### src/rtl/ascon_pack.sv
// -----------------------------------------------------------------------------
// ascon_pack
//   Shared types and constants for the ASCON-128a decryption datapath.
//   type_state   : five 64-bit lanes, index 0 = S0 ... index 4 = S4
//   IV_128A      : ASCON-128a initialisation vector (S0 at load time)
//   PAD_128A     : padding word for the empty final message block
//   DSEP         : domain-separation bit xored into S4 after the AD phase
//   dec_state_t  : decryption FSM states
//   rotr64       : 64-bit rotate right, used by the linear layer
// -----------------------------------------------------------------------------
package ascon_pack;

    typedef logic [4:0][63:0] type_state;

    localparam logic [63:0] IV_128A  = 64'h80800C0800000000;
    localparam logic [63:0] PAD_128A = 64'h8000000000000000;
    localparam logic [63:0] DSEP     = 64'h0000000000000001;

    // p12 runs rounds 0..11, p8 runs rounds 4..11
    localparam logic [3:0] RND_P12_FIRST = 4'd0;
    localparam logic [3:0] RND_P8_FIRST  = 4'd4;
    localparam logic [3:0] RND_LAST      = 4'd11;

    typedef enum logic [2:0] {
        ST_IDLE,
        ST_INIT,
        ST_ASSOC,
        ST_CWAIT,
        ST_CPERM,
        ST_FINAL,
        ST_DONE
    } dec_state_t;

    function automatic logic [63:0] rotr64(input logic [63:0] x, input int unsigned n);
        return (x >> n) | (x << (64 - n));
    endfunction

endpackage

### src/rtl/addition_constante.sv
// -----------------------------------------------------------------------------
// addition_constante
//   Round-constant layer: S2[7:0] ^= {~r, r} where r is the round index 0..11.
//   i_state  : state entering the round
//   i_round  : round index
//   o_state  : state with the constant applied
// -----------------------------------------------------------------------------
module addition_constante
    import ascon_pack::*;
(
    input  type_state  i_state,
    input  logic [3:0] i_round,
    output type_state  o_state
);

    logic [7:0] w_const;

    // 0xF0 for round 0 down to 0x4B for round 11
    assign w_const = {4'hF - i_round, i_round};

    always_comb begin
        o_state       = i_state;
        o_state[2][7:0] = i_state[2][7:0] ^ w_const;
    end

endmodule

### src/rtl/couche_substitution.sv
// -----------------------------------------------------------------------------
// couche_substitution
//   5-bit ASCON S-box applied to all 64 bit-columns in parallel (bitsliced).
//   i_state : state after constant addition
//   o_state : state after substitution
// -----------------------------------------------------------------------------
module couche_substitution
    import ascon_pack::*;
(
    input  type_state i_state,
    output type_state o_state
);

    logic [63:0] w_x0, w_x1, w_x2, w_x3, w_x4;
    logic [63:0] w_t0, w_t1, w_t2, w_t3, w_t4;
    logic [63:0] w_y0, w_y1, w_y2, w_y3, w_y4;

    assign w_x0 = i_state[0] ^ i_state[4];
    assign w_x1 = i_state[1];
    assign w_x2 = i_state[2] ^ i_state[1];
    assign w_x3 = i_state[3];
    assign w_x4 = i_state[4] ^ i_state[3];

    // chi-like nonlinear step
    assign w_t0 = ~w_x0 & w_x1;
    assign w_t1 = ~w_x1 & w_x2;
    assign w_t2 = ~w_x2 & w_x3;
    assign w_t3 = ~w_x3 & w_x4;
    assign w_t4 = ~w_x4 & w_x0;

    assign w_y0 = w_x0 ^ w_t1;
    assign w_y1 = w_x1 ^ w_t2;
    assign w_y2 = w_x2 ^ w_t3;
    assign w_y3 = w_x3 ^ w_t4;
    assign w_y4 = w_x4 ^ w_t0;

    assign o_state[0] = w_y0 ^ w_y4;
    assign o_state[1] = w_y1 ^ w_y0;
    assign o_state[2] = ~w_y2;
    assign o_state[3] = w_y3 ^ w_y2;
    assign o_state[4] = w_y4;

endmodule

### src/rtl/diffusion_lineaire.sv
// -----------------------------------------------------------------------------
// diffusion_lineaire
//   Per-lane linear diffusion: Si ^= (Si >>> a) ^ (Si >>> b).
//   i_state : state after substitution
//   o_state : state at the end of the round
// -----------------------------------------------------------------------------
module diffusion_lineaire
    import ascon_pack::*;
(
    input  type_state i_state,
    output type_state o_state
);

    assign o_state[0] = i_state[0] ^ rotr64(i_state[0], 19) ^ rotr64(i_state[0], 28);
    assign o_state[1] = i_state[1] ^ rotr64(i_state[1], 61) ^ rotr64(i_state[1], 39);
    assign o_state[2] = i_state[2] ^ rotr64(i_state[2],  1) ^ rotr64(i_state[2],  6);
    assign o_state[3] = i_state[3] ^ rotr64(i_state[3], 10) ^ rotr64(i_state[3], 17);
    assign o_state[4] = i_state[4] ^ rotr64(i_state[4],  7) ^ rotr64(i_state[4], 41);

endmodule

### src/rtl/permutation_xor_dec.sv
// -----------------------------------------------------------------------------
// permutation_xor_dec
//   ASCON state register with one round per update and the decrypt-side
//   xor layers around it.
//   Update order within one cycle:
//     xor up (S0,S1 replaced or xored) -> pad S0 -> pre-key S2,S3
//     -> optional round -> post-key S3,S4 -> domain separation S4
//   i_clock, i_reset      : clock, async active-high reset (state cleared)
//   i_load / i_load_state : load a fresh state (priority over i_en)
//   i_en                  : commit the updated state this cycle
//   i_round_en / i_round  : apply one permutation round with this index
//   i_xup_en/_replace/_data : S0,S1 <= data (replace) or S0,S1 ^= data
//   i_pad                 : S0 ^= PAD_128A
//   i_key_pre             : S2,S3 ^= K before the round
//   i_key_post            : S3,S4 ^= K after the round
//   i_dsep                : S4 ^= DSEP after the round
//   i_key                 : 128-bit key
//   o_s01, o_s34          : {S0,S1} and {S3,S4} of the registered state
// -----------------------------------------------------------------------------
module permutation_xor_dec
    import ascon_pack::*;
(
    input  logic         i_clock,
    input  logic         i_reset,
    input  logic         i_load,
    input  type_state    i_load_state,
    input  logic         i_en,
    input  logic         i_round_en,
    input  logic [3:0]   i_round,
    input  logic         i_xup_en,
    input  logic         i_xup_replace,
    input  logic [127:0] i_xup_data,
    input  logic         i_pad,
    input  logic         i_key_pre,
    input  logic         i_key_post,
    input  logic         i_dsep,
    input  logic [127:0] i_key,
    output logic [127:0] o_s01,
    output logic [127:0] o_s34
);

    type_state r_s;
    type_state w_pre, w_pc, w_ps, w_pl, w_post;

    always_comb begin
        w_pre = r_s;
        if (i_xup_en) begin
            if (i_xup_replace) {w_pre[0], w_pre[1]} = i_xup_data;
            else               {w_pre[0], w_pre[1]} = {r_s[0], r_s[1]} ^ i_xup_data;
        end
        if (i_pad) w_pre[0] = w_pre[0] ^ PAD_128A;
        if (i_key_pre) begin
            w_pre[2] = w_pre[2] ^ i_key[127:64];
            w_pre[3] = w_pre[3] ^ i_key[63:0];
        end
    end

    addition_constante  u_pc (.i_state(w_pre), .i_round(i_round), .o_state(w_pc));
    couche_substitution u_ps (.i_state(w_pc),  .o_state(w_ps));
    diffusion_lineaire  u_pl (.i_state(w_ps),  .o_state(w_pl));

    always_comb begin
        w_post = i_round_en ? w_pl : w_pre;
        if (i_key_post) begin
            w_post[3] = w_post[3] ^ i_key[127:64];
            w_post[4] = w_post[4] ^ i_key[63:0];
        end
        if (i_dsep) w_post[4] = w_post[4] ^ DSEP;
    end

    always_ff @(posedge i_clock or posedge i_reset) begin
        if (i_reset)     r_s <= '0;
        else if (i_load) r_s <= i_load_state;
        else if (i_en)   r_s <= w_post;
    end

    assign o_s01 = {r_s[0], r_s[1]};
    assign o_s34 = {r_s[3], r_s[4]};

endmodule

### src/rtl/ascon_decrypt_top.sv
// -----------------------------------------------------------------------------
// ascon_decrypt_top
//   ASCON-128a authenticated decryption: key/nonce init, one AD block,
//   NB_BLOCKS ciphertext blocks, tag recomputation and comparison.
//   One permutation round per clock. Plaintext is released before the tag is
//   checked; the host drops the message if done_o comes with tag_ok_o = 0.
//   clock_i, reset_i  : clock, async active-high reset
//   start_i           : start pulse, honoured only when idle
//   key_i, nonce_i    : key (stable until done_o), nonce (sampled at start)
//   ad_i              : padded associated-data block
//   tag_i             : received tag, compared on the done cycle
//   cipher_i/_valid_i, cipher_ready_o : ciphertext handshake
//   plain_o, plain_valid_o : plaintext block and its one-cycle strobe
//   busy_o, done_o, tag_ok_o : status
// -----------------------------------------------------------------------------
module ascon_decrypt_top
    import ascon_pack::*;
#(
    parameter int NB_BLOCKS = 4
) (
    input  logic         clock_i,
    input  logic         reset_i,
    input  logic         start_i,
    input  logic [127:0] key_i,
    input  logic [127:0] nonce_i,
    input  logic [127:0] ad_i,
    input  logic [127:0] tag_i,
    input  logic [127:0] cipher_i,
    input  logic         cipher_valid_i,
    output logic         cipher_ready_o,
    output logic [127:0] plain_o,
    output logic         plain_valid_o,
    output logic         busy_o,
    output logic         done_o,
    output logic         tag_ok_o
);

    // the 4-bit block counter must not wrap
    generate
        if (NB_BLOCKS < 1 || NB_BLOCKS > 15) begin : g_bad_nb_blocks
            $error("ascon_decrypt_top: NB_BLOCKS must be in 1..15");
        end
    endgenerate

    localparam logic [3:0] LAST_BLK = 4'(NB_BLOCKS - 1);

    dec_state_t   r_fsm;
    logic [3:0]   r_round;
    logic [3:0]   r_blk;
    logic         r_ready, r_pvalid, r_busy, r_done, r_tag_ok;
    logic [127:0] r_plain;

    type_state    w_init;
    logic [127:0] w_s01, w_s34, w_xup_data;
    logic         w_load, w_accept, w_last_blk, w_en, w_round_en;
    logic         w_xup_en, w_pad, w_key_pre, w_key_post, w_dsep;

    always_comb begin
        w_init    = '0;
        w_init[0] = IV_128A;
        w_init[1] = key_i[127:64];
        w_init[2] = key_i[63:0];
        w_init[3] = nonce_i[127:64];
        w_init[4] = nonce_i[63:0];
    end

    assign w_load     = (r_fsm == ST_IDLE) && start_i;
    assign w_accept   = (r_fsm == ST_CWAIT) && r_ready && cipher_valid_i;
    assign w_last_blk = (r_blk == LAST_BLK);
    assign w_round_en = (r_fsm == ST_INIT) || (r_fsm == ST_ASSOC) ||
                        (r_fsm == ST_CPERM) || (r_fsm == ST_FINAL);
    assign w_en       = w_round_en || w_accept;

    // AD xor on the first ASSOC round; ciphertext replaces S0,S1 on acceptance
    assign w_xup_en   = w_accept || ((r_fsm == ST_ASSOC) && (r_round == RND_P8_FIRST));
    assign w_xup_data = w_accept ? cipher_i : ad_i;
    // full-block messages end with an empty padded block, folded into the last acceptance
    assign w_pad      = w_accept && w_last_blk;
    assign w_key_pre  = (r_fsm == ST_FINAL) && (r_round == RND_P12_FIRST);
    assign w_key_post = ((r_fsm == ST_INIT) || (r_fsm == ST_FINAL)) && (r_round == RND_LAST);
    assign w_dsep     = (r_fsm == ST_ASSOC) && (r_round == RND_LAST);

    permutation_xor_dec u_perm (
        .i_clock       (clock_i),
        .i_reset       (reset_i),
        .i_load        (w_load),
        .i_load_state  (w_init),
        .i_en          (w_en),
        .i_round_en    (w_round_en),
        .i_round       (r_round),
        .i_xup_en      (w_xup_en),
        .i_xup_replace (w_accept),
        .i_xup_data    (w_xup_data),
        .i_pad         (w_pad),
        .i_key_pre     (w_key_pre),
        .i_key_post    (w_key_post),
        .i_dsep        (w_dsep),
        .i_key         (key_i),
        .o_s01         (w_s01),
        .o_s34         (w_s34)
    );

    always_ff @(posedge clock_i or posedge reset_i) begin
        if (reset_i) begin
            r_fsm    <= ST_IDLE;
            r_round  <= '0;
            r_blk    <= '0;
            r_ready  <= 1'b0;
            r_pvalid <= 1'b0;
            r_busy   <= 1'b0;
            r_done   <= 1'b0;
            r_tag_ok <= 1'b0;
            r_plain  <= '0;
        end else begin
            r_pvalid <= 1'b0;
            r_done   <= 1'b0;
            case (r_fsm)
                ST_IDLE: begin
                    if (start_i) begin
                        r_fsm    <= ST_INIT;
                        r_round  <= RND_P12_FIRST;
                        r_blk    <= '0;
                        r_busy   <= 1'b1;
                        r_tag_ok <= 1'b0;
                    end
                end
                ST_INIT: begin
                    r_round <= r_round + 4'd1;
                    if (r_round == RND_LAST) begin
                        r_fsm   <= ST_ASSOC;
                        r_round <= RND_P8_FIRST;
                    end
                end
                ST_ASSOC: begin
                    r_round <= r_round + 4'd1;
                    if (r_round == RND_LAST) begin
                        r_fsm   <= ST_CWAIT;
                        r_ready <= 1'b1;
                    end
                end
                ST_CWAIT: begin
                    if (w_accept) begin
                        r_ready  <= 1'b0;
                        r_plain  <= w_s01 ^ cipher_i;
                        r_pvalid <= 1'b1;
                        r_blk    <= r_blk + 4'd1;
                        if (w_last_blk) begin
                            r_fsm   <= ST_FINAL;
                            r_round <= RND_P12_FIRST;
                        end else begin
                            r_fsm   <= ST_CPERM;
                            r_round <= RND_P8_FIRST;
                        end
                    end
                end
                ST_CPERM: begin
                    r_round <= r_round + 4'd1;
                    if (r_round == RND_LAST) begin
                        r_fsm   <= ST_CWAIT;
                        r_ready <= 1'b1;
                    end
                end
                ST_FINAL: begin
                    r_round <= r_round + 4'd1;
                    if (r_round == RND_LAST) r_fsm <= ST_DONE;
                end
                ST_DONE: begin
                    r_tag_ok <= (w_s34 == tag_i);
                    r_done   <= 1'b1;
                    r_busy   <= 1'b0;
                    r_fsm    <= ST_IDLE;
                end
                default: begin
                    r_fsm   <= ST_IDLE;
                    r_ready <= 1'b0;
                    r_busy  <= 1'b0;
                end
            endcase
        end
    end

    assign cipher_ready_o = r_ready;
    assign plain_o        = r_plain;
    assign plain_valid_o  = r_pvalid;
    assign busy_o         = r_busy;
    assign done_o         = r_done;
    assign tag_ok_o       = r_tag_ok;

endmodule

### config.mk
export PLATFORM = sky130hd
export DESIGN_NAME = ascon_decrypt_top
export DESIGN_NICKNAME = d
export VERILOG_FILES = /design/src/rtl/ascon_pack.sv /design/src/rtl/addition_constante.sv /design/src/rtl/couche_substitution.sv /design/src/rtl/diffusion_lineaire.sv /design/src/rtl/permutation_xor_dec.sv /design/src/rtl/ascon_decrypt_top.sv
export SDC_FILE = /design/constraint.sdc
export NUM_CORES = 2
export LEC_CHECK = 0
export ABC_AREA = 1
export BUFFER_PORTS_ARGS = -buffer_cell sky130_fd_sc_hd__buf_2
export CAP_MARGIN = 20
export CORE_MARGIN = 5
export CORE_UTILIZATION = 55
export DETAILED_ROUTE_END_ITERATION = 10
export GPL_TIMING_DRIVEN = 1
export PLACE_DENSITY = 0.77
export RECOVER_POWER = 100
export SLEW_MARGIN = 10
export SYNTH_ARGS = -nofsm -noshare
export SYNTH_HDL_FRONTEND = slang
export SYNTH_HIERARCHICAL = 1
export SYNTH_SLANG_ARGS = --single-unit
export TNS_END_PERCENT = 30
### constraint.sdc
create_clock -name clock_i -period 18 [get_ports clock_i]
set_input_delay 5.4 -clock clock_i [delete_from_list [all_inputs] [get_ports clock_i]]
set_output_delay 5.4 -clock clock_i [all_outputs]
set_load 0.005 [all_outputs]
After elaboration in Yosys (flattened, before gate mapping)
Index checks and enable logic that the tools add are counted.
W data, S select, Z words.
{ "classes": {"addsub": 3, "eq_ne": 15, "mux": 34, "bitwise_logic": 53, "reduce_logical": 31} }
{ "op_table": {"columns": ["op", "count"], "rows": [
  ["$xor A64 B64 Y64", 25],
  ["$mux W320", 3],
  ["$mux W128", 5],
  ["$not A64 Y64", 6],
  ["$and A64 B64 Y64", 5],
  ["$xor A128 B128 Y128", 2],
  ["$eq A128 B128 Y1", 1],
  ["$mux W64", 1],
  ["$or A23 B64 Y64", 1],
  ["$or A25 B64 Y64", 1],
  ["$or A3 B64 Y64", 1],
  ["$or A36 B64 Y64", 1],
  ["$or A45 B64 Y64", 1],
  ["$or A47 B64 Y64", 1],
  ["$or A54 B64 Y64", 1],
  ["$or A57 B64 Y64", 1],
  ["$or A58 B64 Y64", 1],
  ["$or A63 B64 Y64", 1],
  ["$mux W3", 6],
  ["$mux W4", 4],
  ["$pmux W4 S4", 1],
  ["$pmux W3 S5", 1],
  ["$eq A3 B3 Y1 const B", 3],
  ["$mux W1", 9],
  ["27 further kinds", 54]
]} }
{ "totals": {"regBits": 464, "inputBits": 644, "out_inout_bits": 133, "word_cells": 150} }

Longest topological paths before layout
{ "logic_depth": {"word_depth": 24, "ltp_mapped": 31, "depth_no_buf": 27} }

Modules after synthesis
Netlist, hierarchy kept.
{ "modules_own_cells": {"columns": ["mod", "n_inst", "cells_each", "area_each_um2", "seq_area_each_um2"], "rows": [
  ["permutation_xor_dec", 1, 4373, 27590.2, 8007.7],
  ["couche_substitution", 1, 1988, 10192.3, 0.0],
  ["ascon_decrypt_top", 1, 1361, 9783.1, 3603.5],
  ["diffusion_lineaire", 1, 2240, 8808.4, 0.0],
  ["addition_constante", 1, 348, 2477.4, 0.0]
]} }

Least setup slack after synthesis
No wires, ideal clock.
{ "synth_path": {"kind": "input-to-reg", "startpoint": "input cipher_valid_i", "endpoint": "register u_perm.r_s (netlist bit u_perm/o_s34[127])", "setup_ns": 0.066, "t_arrival_ns": 8.561, "slack_ns": 9.373, "cell_stages": 25, "n_path_buf": 6, "path_cell_list": "nand3_2 buf_2 buf_6 buf_2 o21ai_0 nand2_1 buf_2 buf_2 nand2_1 xor2_1 inv_1 buf_4 inv_1 ha_1 xor2_1 xnor2_1 inv_1 nand2_1 nand2_1 nand2_1 nand2_1 or2_2 nand3_1 nand3_1 nand2_1"} }
{ "synth_rtl": {"columns": ["item", "line", "source"], "rows": [
  ["from (decl)", "ascon_decrypt_top.sv:29", "input logic cipher_valid_i,"],
  ["to (signal assigned)", "permutation_xor_dec.sv:73", "else if (i_load) r_s <= i_load_state;"],
  ["to (signal assigned)", "permutation_xor_dec.sv:74", "else if (i_en) r_s <= w_post;"],
  ["to (decl)", "permutation_xor_dec.sv:42", "type_state r_s;"]
]} }

Final worst setup path
{ "layout_path": {"startpoint": "input start_i", "endpoint": "register u_perm/r_s[131] in the netlist's numbering"} }
{ "layout_between": {"elab_chain_cells": 2, "word_cells_on_any_way": 3} }
{ "layout_lines": {"columns": ["item", "line", "source"], "rows": [
  ["from (decl)", "ascon_decrypt_top.sv:23", "input logic start_i,"],
  ["$logic_and A1 B1 Y1 *", "ascon_decrypt_top.sv:67", "assign w_load = (r_fsm == ST_IDLE) && start_i;"],
  ["net w_load", "ascon_decrypt_top.sv:55", "logic w_load, w_accept, w_last_blk, w_en, w_round_en;"],
  ["$mux W320 / $reduce_bool A2 Y1 (equally long branches)", null, null]
]} }
The timed path passes the listed nets; every way through them passes the cells marked *.
A chain may end at the register's enable or synchronous reset.

==> flow_summary_export.csv <==
group,metric,value,unit
run_status,status,"finished, violations left",
run_status,violations,"max-capacitance violations, max-slew violations",
logic_synthesis,synth_edf_count,0,
flow_run,drv_cap,10,
logic_synthesis,yosys_warnings,6,
clock_network,insertion_delay,0.68,ns
placement,port_buffers,776,
finish,fillers,10800,
finish,drive_gt1_frac,0.0856,
clock_network,cts_root_buf,"clkbuf_16",
floorplan,start_util,0.552,
critical_path,path_cells,"buf_2, nand2_1, clkinvlp_2, nor2_1, clkbuf_1, buf_4, o21ai_0, o21ai_1",
finish,final_area,61800,sq um
critical_path,start_kind,"input pin",
grt,grt_pass1_wl,424000,microns
critical_path,cp_top_family,"buffers and inverters",
floorplan,placementRows,120,
routing,wl_per_cell,25.8,microns
critical_path,end_kind,"flop",
critical_path,worstPathBufferInverterCount,4,
grt,grt_antenna_before_repair,25,
timing,final_hold_viol_count,0,
timing,tightest_slew,5.69,ns
critical_path,startpoint,"start_i",
placement,place_area,59600,sq um
timing,final.setup.tns,0,ns
timing,setup_viol_count_final,0,
placement,hpwlAfterDp,247000,microns
logic_synthesis,ys_seq_elements,464,
clock_network,cts_setup_buffers,0,
critical_path,cp_data_required_time,18.58,ns
logic_synthesis,synth.area.top_cells,"nand2_1 (29%), dfrtp_1 (20%), inv_1 (8.8%)",
critical_path,arrival,15.23,ns
logic_synthesis,async_flop_share,1.00,
logic_synthesis,synth.cell_area,58900,sq um
routing,antenna_left,0,
routing,viasPerCell,5.87,
timing,fmax,68.3,MHz
clock_network,clk_pin_slew_worst_paths,0.06,ns
logic_synthesis,synth.largest_area_cell,"nand2_1",
clock_network,cts_tree,"built",
routing,drtPass1Iterations,9,
timing,slew_violations,694,
grt,grt_max_degree,194,
critical_path,r2r_slack,7.41,ns
placement,dp.cells,11700,
clock_network,cts-resized-gates,0,
timing,relSlewSlack,-2.79,
routing,num_vias,69700,
timing,skew,0.0286,ns
clock_network,clock_sinks,464,
floorplan,dieHeight,337,microns
clock_network,cts_buffers,66,
finish,fin_nets,11200,
logic_synthesis,ys.flop_type,"dfrtp_1",
critical_path,cp_max_fo,87,
logic_synthesis,netlist_instances,10300,
critical_path,timing.rr.start,"r_fsm[2]$_DFFE_PP0P_",
finish,stdcell_count,11900,
clock_network,h-tree-depth,3,
floorplan,core-area,107000,sq um
logic_synthesis,synth_top_cell_area_share,0.289,
grt,grt_usage,0.514,
worst_hold_path,hold_path_class,"flop to flop",
critical_path,crit_slowest_cell,"clkinvlp_2",
floorplan,ios,777,
routing,drc,0,
worst_hold_path,hp-start,"plain_o[31]$_DFFE_PP0P_",
logic_synthesis,ys_types,35,
clock_network,cts_hold_buf,0,
timing,layout_min_cycle_time,14.65,ns
critical_path,path_class,"input pin to flop",
critical_path,cpPeakStageDelay,3.51,ns
timing,rsz0062_at_grt,"false",
logic_synthesis,seq_area_frac_synth,0.197,
floorplan,die_w,337,microns
timing,finalCritPeriodShare,0.814,
clock_network,cts.path.max_buffers,3,
floorplan,dieArea,114000,sq um
finish,synthToLayoutAreaGrowth,5.01,%
routing,drt-total-wl,306000,microns
routing,drtIter0Drc,9592,
grt,first_global_vias,61400,
placement,place_congestion,1.13,
logic_synthesis,synth_area_per_cell,5.71,sq um
grt,gr-total-overflow,0,
cell type report:
type	count	area (sq um)	share of cell area
Multi-Input combinational cell	7636	36500	0.591
Sequential cell	464	11600	0.188
Inverter	1387	5230	0.0846
Timing Repair Buffer	840	4290	0.0694
Clock buffer	84	1850	0.0299
Tap cell	1403	1760	0.0284
Clock inverter	35	472	0.00763
Antenna cell	19	47.5	0.000769
path summary, 6_finish.rpt:
| path | endpoint | depth (start not counted) |
|---|---|---|
| max | u_perm/r_s[131]$_DFFE_PP0P_ | 8 |
| min | plain_o[31]$_DFFE_PP0P_ | 2 |
| max reg2reg | u_perm/r_s[131]$_DFFE_PP0P_ | 8 |
| min reg2reg | plain_o[31]$_DFFE_PP0P_ | 2 |
| max in group asynchronous | u_perm/o_s34[81]$_DFFE_PP0P_ | 3 |
| min in group asynchronous | plain_o[13]$_DFFE_PP0P_ | 2 |
state kept, by name (all words and copies together) (netlist names):
register and cells:
r_fsm 3, busy_o 1, u_perm/o_s34 128, u_perm/o_s01 128, cipher_ready_o 1, plain_valid_o 1, r_round 4, tag_ok_o 1
u_perm/r_s 64, done_o 1, plain_o 128, r_blk 4
cell families after synthesis:
logic type                 count (synthesis)  synth area share
DFF                                      464             0.197
buffers and inverters                   2272             0.186
adders and majority gates                134            0.0285
and+or+nand+nor                         6060             0.421
AOI/OAI and AO/OA                        818            0.0834
other                                      2          0.000128
xor gates and xnor gates                 560            0.0833
per-stage QoR:
| stage | worst slack [ns] | hold slack (ns) | util |
|---|---|---|---|
| floorplan | 3.74 | 0.467 | - |
| global placement | 6.92 | 0.461 | 0.559 |
| detailed placement | 6.91 | 0.468 | 0.559 |
| CTS | 7.57 | 0.484 | 0.581 |
| global route | 3.54 | 0.497 | 0.579 |
| finish | 3.35 | 0.479 | 0.580 |
per-layer routing:
layer | global-route usage | vias up | wire (microns)
li1 | - | 31400 | -
met1 | 0.612 | 31900 | 107000
met2 | 0.733 | 5069 | 121000
met3 | 0.163 | 1284 | 41500
met4 | 0.473 | 10 | 36900
met5 | 0 | - | 71
cell usage after synthesis, types with 4 or more instances:
master	count
inv_2	6
inv_1	1381
ha_1	134
a22oi_1	257
xnor2_1	281
buf_1	8
nand4_1	77
buf_2	189
dfrtp_1	464
nand3b_1	140
o21ai_0	201
nand2_2	4
clkbuf_1	103
a21oi_1	113
or2_0	58
nor3_1	8
nor2_1	378
or2_2	9
nand3_1	847
xor2_1	279
a21boi_0	64
o21ai_1	177
buf_4	582
nand2_1	4530
placed cells by master, fill, tap and decap left out, types with 3 or more instances in the layout:
| cell | instances |
|---|---|
| xnor2_1 | 279 |
| clkinv_8 | 4 |
| clkbuf_8 | 11 |
| clkbuf_16 | 67 |
| inv_2 | 4 |
| nand3b_1 | 140 |
| a21oi_1 | 113 |
| nand2_2 | 3 |
| clkinvlp_2 | 4 |
| nand4_1 | 77 |
| diode_2 | 19 |
| nand2_1 | 4530 |
| conb_1 | 64 |
| bufinv_16 | 7 |
| buf_2 | 688 |
| ha_1 | 134 |
| clkinv_2 | 11 |
| nor3_1 | 7 |
| o21ai_0 | 367 |
| dfrtp_1 | 464 |
| or2_0 | 58 |
| inv_1 | 1376 |
| or2_2 | 9 |
| nand3_1 | 848 |
| buf_12 | 5 |
| clkinvlp_4 | 10 |
| nor2_1 | 378 |
| a21boi_0 | 64 |
| a22oi_1 | 257 |
| buf_4 | 52 |
| o21ai_1 | 10 |
| clkbuf_1 | 101 |
| xor2_1 | 279 |
worst register-to-register path, delay by kind of cell, from the launching register on:
kind                   cells  cell delay [ns]
AND/OR/NAND/NOR            3             1.92
flip-flops                 1             0.57
AO/OA/AOI/OAI              2             0.64
buffers and inverters      3             7.36
Power is not shown: default switching activity piles up to over one toggle a cycle in this logic, so the estimate is an artifact.
